<file path="src/rtl/demux_pkg.sv">
// Shared definitions for the 1:4 stream demultiplexer.
// Optional feature macro: DEMUX_STATS_EN (per-channel delivery counters).
package demux_pkg;

  localparam int unsigned NCH   = 4;
  localparam int unsigned SEL_W = 2;

  localparam logic [SEL_W-1:0] CH_A = 2'd0;
  localparam logic [SEL_W-1:0] CH_B = 2'd1;
  localparam logic [SEL_W-1:0] CH_C = 2'd2;
  localparam logic [SEL_W-1:0] CH_D = 2'd3;

  typedef enum logic {
    SLOT_EMPTY,
    SLOT_FULL
  } slot_state_t;

  // One-hot decode of a channel select.
  function automatic logic [NCH-1:0] sel_decode(input logic [SEL_W-1:0] sel);
    logic [NCH-1:0] oh;
    oh = '0;
    oh[sel] = 1'b1;
    return oh;
  endfunction

endpackage

</file>
<file path="src/rtl/demux_out_slot.sv">
// One-entry output register for a single demux channel.
// A load takes priority over a drain, so a simultaneous drain and load keeps the slot full
// and replaces the held word.
module demux_out_slot
  import demux_pkg::*;
#(
  parameter int unsigned WIDTH = 8
) (
  input  logic             clk,
  input  logic             rst_n,
  input  logic             load,
  input  logic [WIDTH-1:0] data_in,
  input  logic             drain,
  output logic             valid,
  output logic [WIDTH-1:0] data
);

  slot_state_t      state_q, state_d;
  logic [WIDTH-1:0] data_q;

  // Next-state for the EMPTY/FULL slot FSM.
  always_comb begin
    state_d = state_q;
    unique case (state_q)
      SLOT_EMPTY: if (load) state_d = SLOT_FULL;
      SLOT_FULL: begin
        if (load)       state_d = SLOT_FULL;
        else if (drain) state_d = SLOT_EMPTY;
      end
      default: state_d = SLOT_EMPTY;
    endcase
  end

  // Slot state register.
  always_ff @(posedge clk or negedge rst_n) begin
    if (!rst_n) state_q <= SLOT_EMPTY;
    else        state_q <= state_d;
  end

  // Data register; holds its last value while empty.
  always_ff @(posedge clk or negedge rst_n) begin
    if (!rst_n)    data_q <= '0;
    else if (load) data_q <= data_in;
  end

  assign valid = (state_q == SLOT_FULL);
  assign data  = data_q;

endmodule

</file>
<file path="src/rtl/onetofour_demux_stream.sv">
// Registered 1:4 stream demultiplexer with per-channel back-pressure.
// Define DEMUX_STATS_EN to add saturating per-channel delivered-word counters (dlv_cnt).
module onetofour_demux_stream
  import demux_pkg::*;
#(
  parameter int unsigned WIDTH = 8,
  parameter int unsigned CNT_W = 16
) (
  input  logic                   clk,
  input  logic                   rst_n,
  input  logic                   in_valid,
  output logic                   in_ready,
  input  logic [SEL_W-1:0]       in_sel,
  input  logic [WIDTH-1:0]       in_data,
  output logic [NCH-1:0]         out_valid,
  input  logic [NCH-1:0]         out_ready,
  output logic [NCH*WIDTH-1:0]   out_data
`ifdef DEMUX_STATS_EN
  ,
  output logic [NCH*CNT_W-1:0]   dlv_cnt
`endif
);

  if (CNT_W == 0) begin : g_bad_cnt_w
    $error("CNT_W must be at least 1");
  end

  logic           accept;
  logic [NCH-1:0] load;

  // Ready depends only on the addressed slot and its consumer, never on in_valid.
  always_comb begin
    in_ready = !out_valid[in_sel] || out_ready[in_sel];
    accept   = in_valid && in_ready;
    load     = sel_decode(in_sel) & {NCH{accept}};
  end

  for (genvar k = 0; k < NCH; k++) begin : g_slot
    demux_out_slot #(
      .WIDTH (WIDTH)
    ) u_slot (
      .clk     (clk),
      .rst_n   (rst_n),
      .load    (load[k]),
      .data_in (in_data),
      .drain   (out_ready[k]),
      .valid   (out_valid[k]),
      .data    (out_data[k*WIDTH +: WIDTH])
    );
  end

`ifdef DEMUX_STATS_EN
  for (genvar k = 0; k < NCH; k++) begin : g_cnt
    logic [CNT_W-1:0] cnt_q;

    // Count completed output handshakes, saturating at all-ones.
    always_ff @(posedge clk or negedge rst_n) begin
      if (!rst_n) begin
        cnt_q <= '0;
      end else if (out_valid[k] && out_ready[k] && (cnt_q != {CNT_W{1'b1}})) begin
        cnt_q <= cnt_q + 1'b1;
      end
    end

    assign dlv_cnt[k*CNT_W +: CNT_W] = cnt_q;
  end
`endif

endmodule

</file>
<file path="config.mk">
export PLATFORM = sky130hd
export DESIGN_NAME = onetofour_demux_stream
export DESIGN_NICKNAME = d
export VERILOG_FILES = /design/src/rtl/demux_pkg.sv /design/src/rtl/demux_out_slot.sv /design/src/rtl/onetofour_demux_stream.sv
export SDC_FILE = /design/constraint.sdc
export NUM_CORES = 1
export LEC_CHECK = 0
export ABC_CLOCK_PERIOD_IN_PS = 2500
export CAP_MARGIN = 20
export CORE_ASPECT_RATIO = 1.25
export CORE_MARGIN = 2
export CORE_UTILIZATION = 45
export CTS_BUF_LIST = sky130_fd_sc_hd__clkbuf_4
export DETAILED_ROUTE_END_ITERATION = 8
export PLACE_DENSITY = 0.85
export SLEW_MARGIN = 25
export SYNTH_ARGS = -nofsm -noshare
export SYNTH_HDL_FRONTEND = slang
export SYNTH_SLANG_ARGS = --single-unit
</file>
<file path="constraint.sdc">
create_clock -name clk -period 2.5 [get_ports clk]
set_clock_uncertainty 0.2 [all_clocks]
set_input_delay 0.75 -clock clk [delete_from_list [all_inputs] [get_ports clk]]
set_output_delay 0.75 -clock clk [all_outputs]
set_load 0.1 [all_outputs]
</file>
# Word-level counts from Yosys, hierarchy flattened
# Index checks and enable logic that the tools add are counted.
[word_totals]
reg_bits = 36
inputBits = 17
output_inout_bits = 37
word_cells = 41
[op_classes]
order_cmp = 2
muxes = 22
bitwise = 5
reduce_logical = 4
[op_table]
columns = ["cell", "n"]
rows = [
  ["$mux 1", 15],
  ["$pmux 1 s2", 4],
  ["$and 4x4->4", 1],
  ["$bmux 1 s2", 2],
  ["$not 1->1", 4],
  ["$lt 2x3->1 const B", 1],
  ["$demux 1 s2", 1],
  ["$ge 2x1->1 const B", 1],
  ["$logic_and 1x1->1", 2],
  ["$logic_not 1->1", 1],
  ["$logic_or 1x1->1", 1],
]

# Longest topological paths before layout
[depth]
ltp_word = 8
ltp_mapped = 5

# Hierarchy
# Synthesis repeated with hierarchy kept, for this count alone.
[hier_totals]
hier_cells = 89
area_unflattened_um2 = 1577.8
[modules_own_cells]
columns = ["module", "n_inst", "cells_per_inst", "area_each_um2"]
rows = [
  ["demux_out_slot", 4, 20, 369.1],
  ["onetofour_demux_stream", 1, 9, 101.3],
]

# Worst setup path before layout
# No wires, ideal clock.
[synth_path]
path_kind = "input -> output"
from = "input in_sel[1]"
to = "output in_ready"
t_arrival_ns = 1.691
slack_ns = -0.141
path_stages = 2
cell_sequence = "buf_2 mux4_2"
[synth_via]
elab_chain_len = 4
word_cells_on_any_way = 6
classes_between = "mux (4); reduce/logical (2)"
[synth_lines]
columns = ["item", "line", "source"]
rows = [
  ["start: declaration", "onetofour_demux_stream.sv:13", "input logic [SEL_W-1:0] in_sel,"],
  ["$bmux 1 s2", "onetofour_demux_stream.sv:33", "in_ready = !out_valid[in_sel] || out_ready[in_sel];"],
  ["$mux 1 (not written as such)", "onetofour_demux_stream.sv:33", ""],
  ["$logic_not 1->1", "onetofour_demux_stream.sv:33", ""],
  ["$logic_or 1x1->1 *", "onetofour_demux_stream.sv:33", ""],
  ["end: declaration", "onetofour_demux_stream.sv:12", "output logic in_ready,"],
]
# Mark *: on every way between the ends. The rest lies on a longest branch, timed or not. The select of a mux whose other input is x is not followed.

# Worst setup path in the final report
[layout_path]
from = "input out_ready[3]"
to = "output in_ready"
[layout_via]
elab_chain_len = 3
[layout_lines]
columns = ["item", "line", "source"]
rows = [
  ["start: declaration", "onetofour_demux_stream.sv:16", "input logic [NCH-1:0] out_ready,"],
  ["$bmux 1 s2", "onetofour_demux_stream.sv:33", ""],
  ["$mux 1 (not written as such)", "onetofour_demux_stream.sv:33", ""],
  ["$logic_or 1x1->1", "onetofour_demux_stream.sv:33", ""],
]
# Every way passes these cells. The select of a mux whose other input is x is not followed.

==> metrics.csv <==
metric,value,unit
outcome,finished with violations,
violations,setup timing,
rows,22,
clk_latency,0.34,ns
die-area,3650,um2
slowest_stage,mux4_2,
cp.required,1.55,ns
path_buf_inv,2,
drtPass1Iterations,2,
viasPerCell,5.01,
seq_area_frac_synth,0.629,
drv_cap,0,
cts_sinks,36,
max_freq,0.384,GHz
rsz0062_at_grt,yes,
synth-main-ff-cell,dfrtp_1,
path_clk_slew,0.10,ns
synth.area.top_cells,"dfrtp_1 (63%), mux2_2 (25%), buf_4 (2.1%)",
core-area,3000,um2
fin_ws,-0.104,ns
ir_drop,881,uV
startpoint,out_ready[3],
slew_violations,0,
vias,976,
netlist_top_cells_count,"dfrtp_1 (36), mux2_2 (32), nand2_1 (5)",
cts_root_buffer,clkbuf_4,
gp_congestion,0.683,
cp-start-kind,input port,
synth_top_cell_by_area,dfrtp_1,
pre_cts_slack,-0.467,ns
grt_first_pass_wirelength,4930,um
fin_setup_tns,-0.104,ns
synth_cells,92,
tightest_slew,0.437,ns
synth_cell_types,13,
fin_crit,2.60,ns
slew_headroom,0.709,
dieWidth,54.4,um
ys_seq_elements,36,
die-height,67.1,um
min_from,g_slot[1].u_slot.data[2],
crit_type,input port to output pin,
syn_nets,109,
htree_levels,2,
p_per_area,1110,nW/um2
path_delay_family,multiplexers,
final_util,0.709,
synthToLayoutAreaGrowth,48.6,%
synth_area,1430,um2
cp_data_arrival_time,1.65,ns
start_util,0.477,
end_kind,output pin,
drc,0,
avgSynthCellArea,15.6,um2
cts_tree,done,
setup_viol,1,
ant_nets,0,
drtIter0Drc,7,
synth_top_area_frac,0.629,
io_buffers,53,
dp.final_hpwl,2290,um
worstPathCellList,buf_6 > nand2b_4 > mux4_2 > buf_12,
grt_pass1_vias,1071,
finalWirelength,3010,um
antenna_found_initial,0,
n_antenna_cell,0,
cts_buffers,5,
finalNetCount,175,
ioPinCount,54,
yosys_warnings,0,
layout-drive-gt1-share,0.635,
wl_per_cell,15.4,um
rr_startpoint,g_slot[1].u_slot.valid,
gr-total-overflow,0,
async_reset_ff_frac,1.00,
hold_viol,0,
grt_start_max_net_pins,37,
track_usage,0.198,
slowest_delay,0.50,ns
clock_path_buffers,2,
finalCritPeriodShare,1.04,
crit_fanout,2,
cts-hold-fix-buffers,0,
total_leakage_power,1.00,nW
r2r_slack,0.76,ns
synth_most_common_cell,dfrtp_1,
finalPower,0.00235,W
hp-class,flip-flop to flip-flop,
synth_enable_flop_cells,0,
logic make-up (layout without fill, tap and decap cells):
kind of cell,count (synthesis),count (layout),synth area share
AO/OA/AOI/OAI,1,1,0.00349
buffers and inverters,7,74,0.0315
flip-flops,36,36,0.629
multiplexers,33,33,0.267
AND/OR/NAND/NOR,15,15,0.0682
area by class of cell:
| type | instances | area (um2) |
|---|---|---|
| Sequential cell | 36 | 901 |
| Tap cell | 36 | 45.0 |
| Clock inverter | 1 | 3.75 |
| Timing Repair Buffer | 66 | 609 |
| Clock buffer | 7 | 52.6 |
| Multi-Input combinational cell | 49 | 515 |
| Fill cell | 204 | 873 |
layout by cell type (no fill, tap or decap), drive strengths merged, types with 2 or more instances in the layout:
cell | synthesis | routed
nor2b | 2 | 2
mux2 | 32 | 32
clkbuf | 0 | 7
nand2b | 4 | 4
nand2 | 5 | 5
clkdlybuf4s50 | 0 | 10
buf | 7 | 55
dfrtp | 36 | 36
metrics by stage:
stage               instance area [um2]  hold WS [ns]  cells
floorplan                          1470         0.254     92
global placement                   2050         0.291    183
detailed placement                 2050         0.297    183
CTS                                2130         0.320    195
global route                       2130         0.340    195
finish                             2130         0.319    195
routing by layer:
layer  up-vias  GRT usage  wire length, um
met5         -          0                0
met4         0     0.0656               39
met3         3     0.0919              250
met2        37      0.309             1570
met1       490      0.238             1150
li1        446          -                -
sequential cells by signal, summed over array words and instances (netlist names):
name                 cells
g_slot.u_slot.data      32
g_slot.u_slot.valid      4
timing repair:
action,in CTS,in global routing
gates cloned,0,0
setup endpoints to repair,1,1
resized for setup,19,0
setup buffers,4,0
path summary, 6_finish.rpt:
check                                            to  cells after the start
max                                        in_ready                      4
min                        g_slot[1].u_slot.data[2]                      1
max reg2reg                g_slot[1].u_slot.data[4]                      6
min reg2reg                g_slot[1].u_slot.data[2]                      1
max in group asynchronous  g_slot[1].u_slot.data[1]                      2
min in group asynchronous  g_slot[2].u_slot.data[7]                      2
power by group:
part	total (W)	leakage (nW)	switching [W]	internal, W
sequential	0.000764	0.431	0.0000681	0.000696
clock	0.000309	0.0338	0.000179	0.000130
combinational	0.00128	0.536	0.000989	0.000292
Note: power is estimated with default switching activity, not from simulation.
==> patch, RTL diff (same flow settings) <==
Add a define of `DEMUX_STATS_EN`.
--- a/src/rtl/onetofour_demux_stream.sv
+++ b/src/rtl/onetofour_demux_stream.sv
@@ -1,5 +1,7 @@
 // Registered 1:4 stream demultiplexer with per-channel back-pressure.
 // Define DEMUX_STATS_EN to add saturating per-channel delivered-word counters (dlv_cnt).
+`define DEMUX_STATS_EN
+
 module onetofour_demux_stream
   import demux_pkg::*;
 #(
Formal check against the unedited RTL (old outputs only; new: dlv_cnt): equivalent (equiv_simple and equiv_induct, registers matched by name and starting in step).
==> patch against the original RTL <==
  * The flow still finishes with violations (negative setup slack)
  * Design area rose to 3.2 times the old value
  * Hold slack got worse by 0.013 ns
  * Highest routed layer unchanged
  * Area after synthesis rose to 3.2 times the old value
  * Largest cell class unchanged
  * Routed wire length rose to 3.8 times the old value
  * Power rose to 2.6 times the old value
  * Sequential cell count rose by 64
  * Worst setup slack got worse by 0.020 ns
  * Global-route usage rose by 2.6 points
  * Clock power rose to 2.8 times the old value
  * Critical path type unchanged
  * Critical endpoint unchanged
  * Sequential power rose to 2.9 times the old value
  * Combinational power rose by 140%
  * Critical path depth did not move
==> patch: results (changes against the original RTL) <==
| Metric | Value |
|---|---|
| HPWL after detailed placement | 8688 µm (was 2286 µm) |
| Top cells by area, synth | dfrtp_1 55%, mux2_2 8.2%, xor2_1 7.1% (was dfrtp_1 63%, mux2_2 25%, buf_4 2.1%) |
| Warnings, synthesis | 0 (unchanged) |
| Dpl cells | 633 (was 183) |
| Final WL | 11,370 µm (was 3012 µm) |
| Synth cell types | 46 (was 13) |
| DRT Pass-1 Iters | 4 (was 2) |
| Async SR Flop Fraction | 100.0% (unchanged) |
| Slew @ Worst Pin | 0.4276 ns (was 0.4368 ns) |
| Failing checks | negative setup slack (unchanged) |
| EDFF count, synth | 0 (unchanged) |
| Fin Hold WS | 0.3057 ns (was 0.3191 ns) |
| Setup ws final | -0.1234 ns (was -0.1038 ns) |
| Reg clk slew, reported paths | 0.15 ns (was 0.10 ns) |
| Vias | 3,555 (was 976) |
| Port Buf Inserts | 117 (was 53) |
| Post-place setup slack | -0.5676 ns (was -0.4669 ns) |
| Number of global-route vias before repair | 3,738 (was 1,071) |
| Setup TNS | -0.1234 ns (was -0.1038 ns) |
| Layout net count | 542 (was 175) |
| Placer Congestion | 0.9006 (was 0.6825) |
| Register area share after synthesis | 54.91% (was 62.94%) |
| Biggest register | g_cnt.cnt_q |
| Worst-Skew Late Latency | 0.45 ns (was 0.34 ns) |
| Max Buffers Root-to-Sink | 2 (unchanged) |
| First-pass GRT wire length | 18,950 µm (was 4933 µm) |
| Slowest cell delay on critical path | 0.50 ns (about the same) |
| Layout cells sized above 1 | 41.63% (was 63.52%) |
| Hold WC Path Type | register to register (unchanged) |
| Clock Tree Root | clkbuf_4 (unchanged) |
| DRT iter0 DRCs | 138 (was 7) |
| Syn Area/Cell | 12.32 µm² (was 15.56 µm²) |
| Finish-stage setup viols | 1 (unchanged) |
| CP max FO | 3 (was 2) |
| GRT Overall Usage | 22.40% (was 19.79%) |
| LEAKAGE | 3.161 nW (was 1.001 nW) |
| CTS H-tree lvls | 3 (was 2) |
| Max FFs per register | 64 (was 32) |
| Slowest-stage cell, CP | mux4_2 (unchanged) |
| Status | finished, violations left (unchanged) |
| Syn nets | 391 (was 109) |
| Synth top cells by count | 100 x dfrtp_1, 37 x xor2_1, 33 x mux2_2 (was 36 x dfrtp_1, 32 x mux2_2, 5 x nand2_1) |
| Arrival @ worst endpoint | 1.67 ns (was 1.65 ns) |
| R2R Setup Slk | 0.41 ns (was 0.76 ns) |
| Wire per inst | 17.34 µm (was 15.45 µm) |
| Num CTS Buffers | 9 (was 5) |
| Worst VDD drop | 1.120 mV (was 0.8808 mV) |
| Initial antenna violation count | 1 (was 0) |
| Largest net degree at the start of global routing | 33 (was 37) |
patch: power by group:
group,total (W),internal [W],switching (W)
combinational,0.00312,0.000934,0.00219
sequential,0.00223,0.00187,0.000359
clock,0.000855,0.000323,0.000532
patch: layout make-up:
cell class,count,area (µm²)
multi-input combinational,258,2007
clock buffer,11,82.58
antenna,1,2.502
clock inverter,5,53.80
inverter,1,3.754
fill,712,3138
sequential,100,2512
timing repair buffer,151,2042
tap,129,161.4
patch: critical path, delay by kind of cell:
kind	cells	cell delay [ns]
and+or+nand+nor	1	0.14
muxes	1	0.50
buffers and inverters	2	0.28
patch: worst paths after layout:
| check | startpoint | to | cells after the start |
|---|---|---|---|
| setup / recovery | out_ready[3] | in_ready | 4 |
| hold / removal | g_cnt[2].cnt_q[15] | g_cnt[2].cnt_q[15] | 1 |
| setup reg to reg | g_cnt[0].cnt_q[1] | g_cnt[0].cnt_q[9] | 5 |
| hold reg to reg | g_cnt[2].cnt_q[15] | g_cnt[2].cnt_q[15] | 1 |
| max in group asynchronous | rst_n | g_cnt[1].cnt_q[0] | 3 |
| min in group asynchronous | rst_n | g_slot[1].u_slot.data[4] | 2 |
patch: kinds of logic after synthesis:
group,count (synthesis),share of synthesized area [%]
DFF,100,54.91
xor gates and xnor gates,57,10.96
adders and majority gates,4,1.098
AOI/OAI and AO/OA,9,1.895
muxes,37,9.473
and+or+nand+nor,151,19.96
buffers and inverters,12,1.702
patch: per-stage QoR:
stage / total power (W) / instance area, µm²
after floorplan: 0.004268 / 4582
after global placement: 0.005305 / 6661
after detailed placement: 0.005384 / 6661
after CTS: 0.006239 / 6848
after global routing: 0.006421 / 6865
final: 0.006205 / 6865
patch: repair_timing:
item                                   4_1_cts  5_1_grt
cloned                                       0        0
resized for setup                           28        0
setup endpoints to repair                    1        1
endpoints found under the hold margin        2        0
hold buffers                                 1        0
setup buffers                                3        2
patch: per-layer routing:
layer	vias to the layer above	GRT usage [%]	share of wire (%)
met1	1765	27.46	38
li1	1637	-	-
met4	0	10.63	3.4
met5	-	0	0
met3	31	4.387	5.2
met2	122	38.14	53
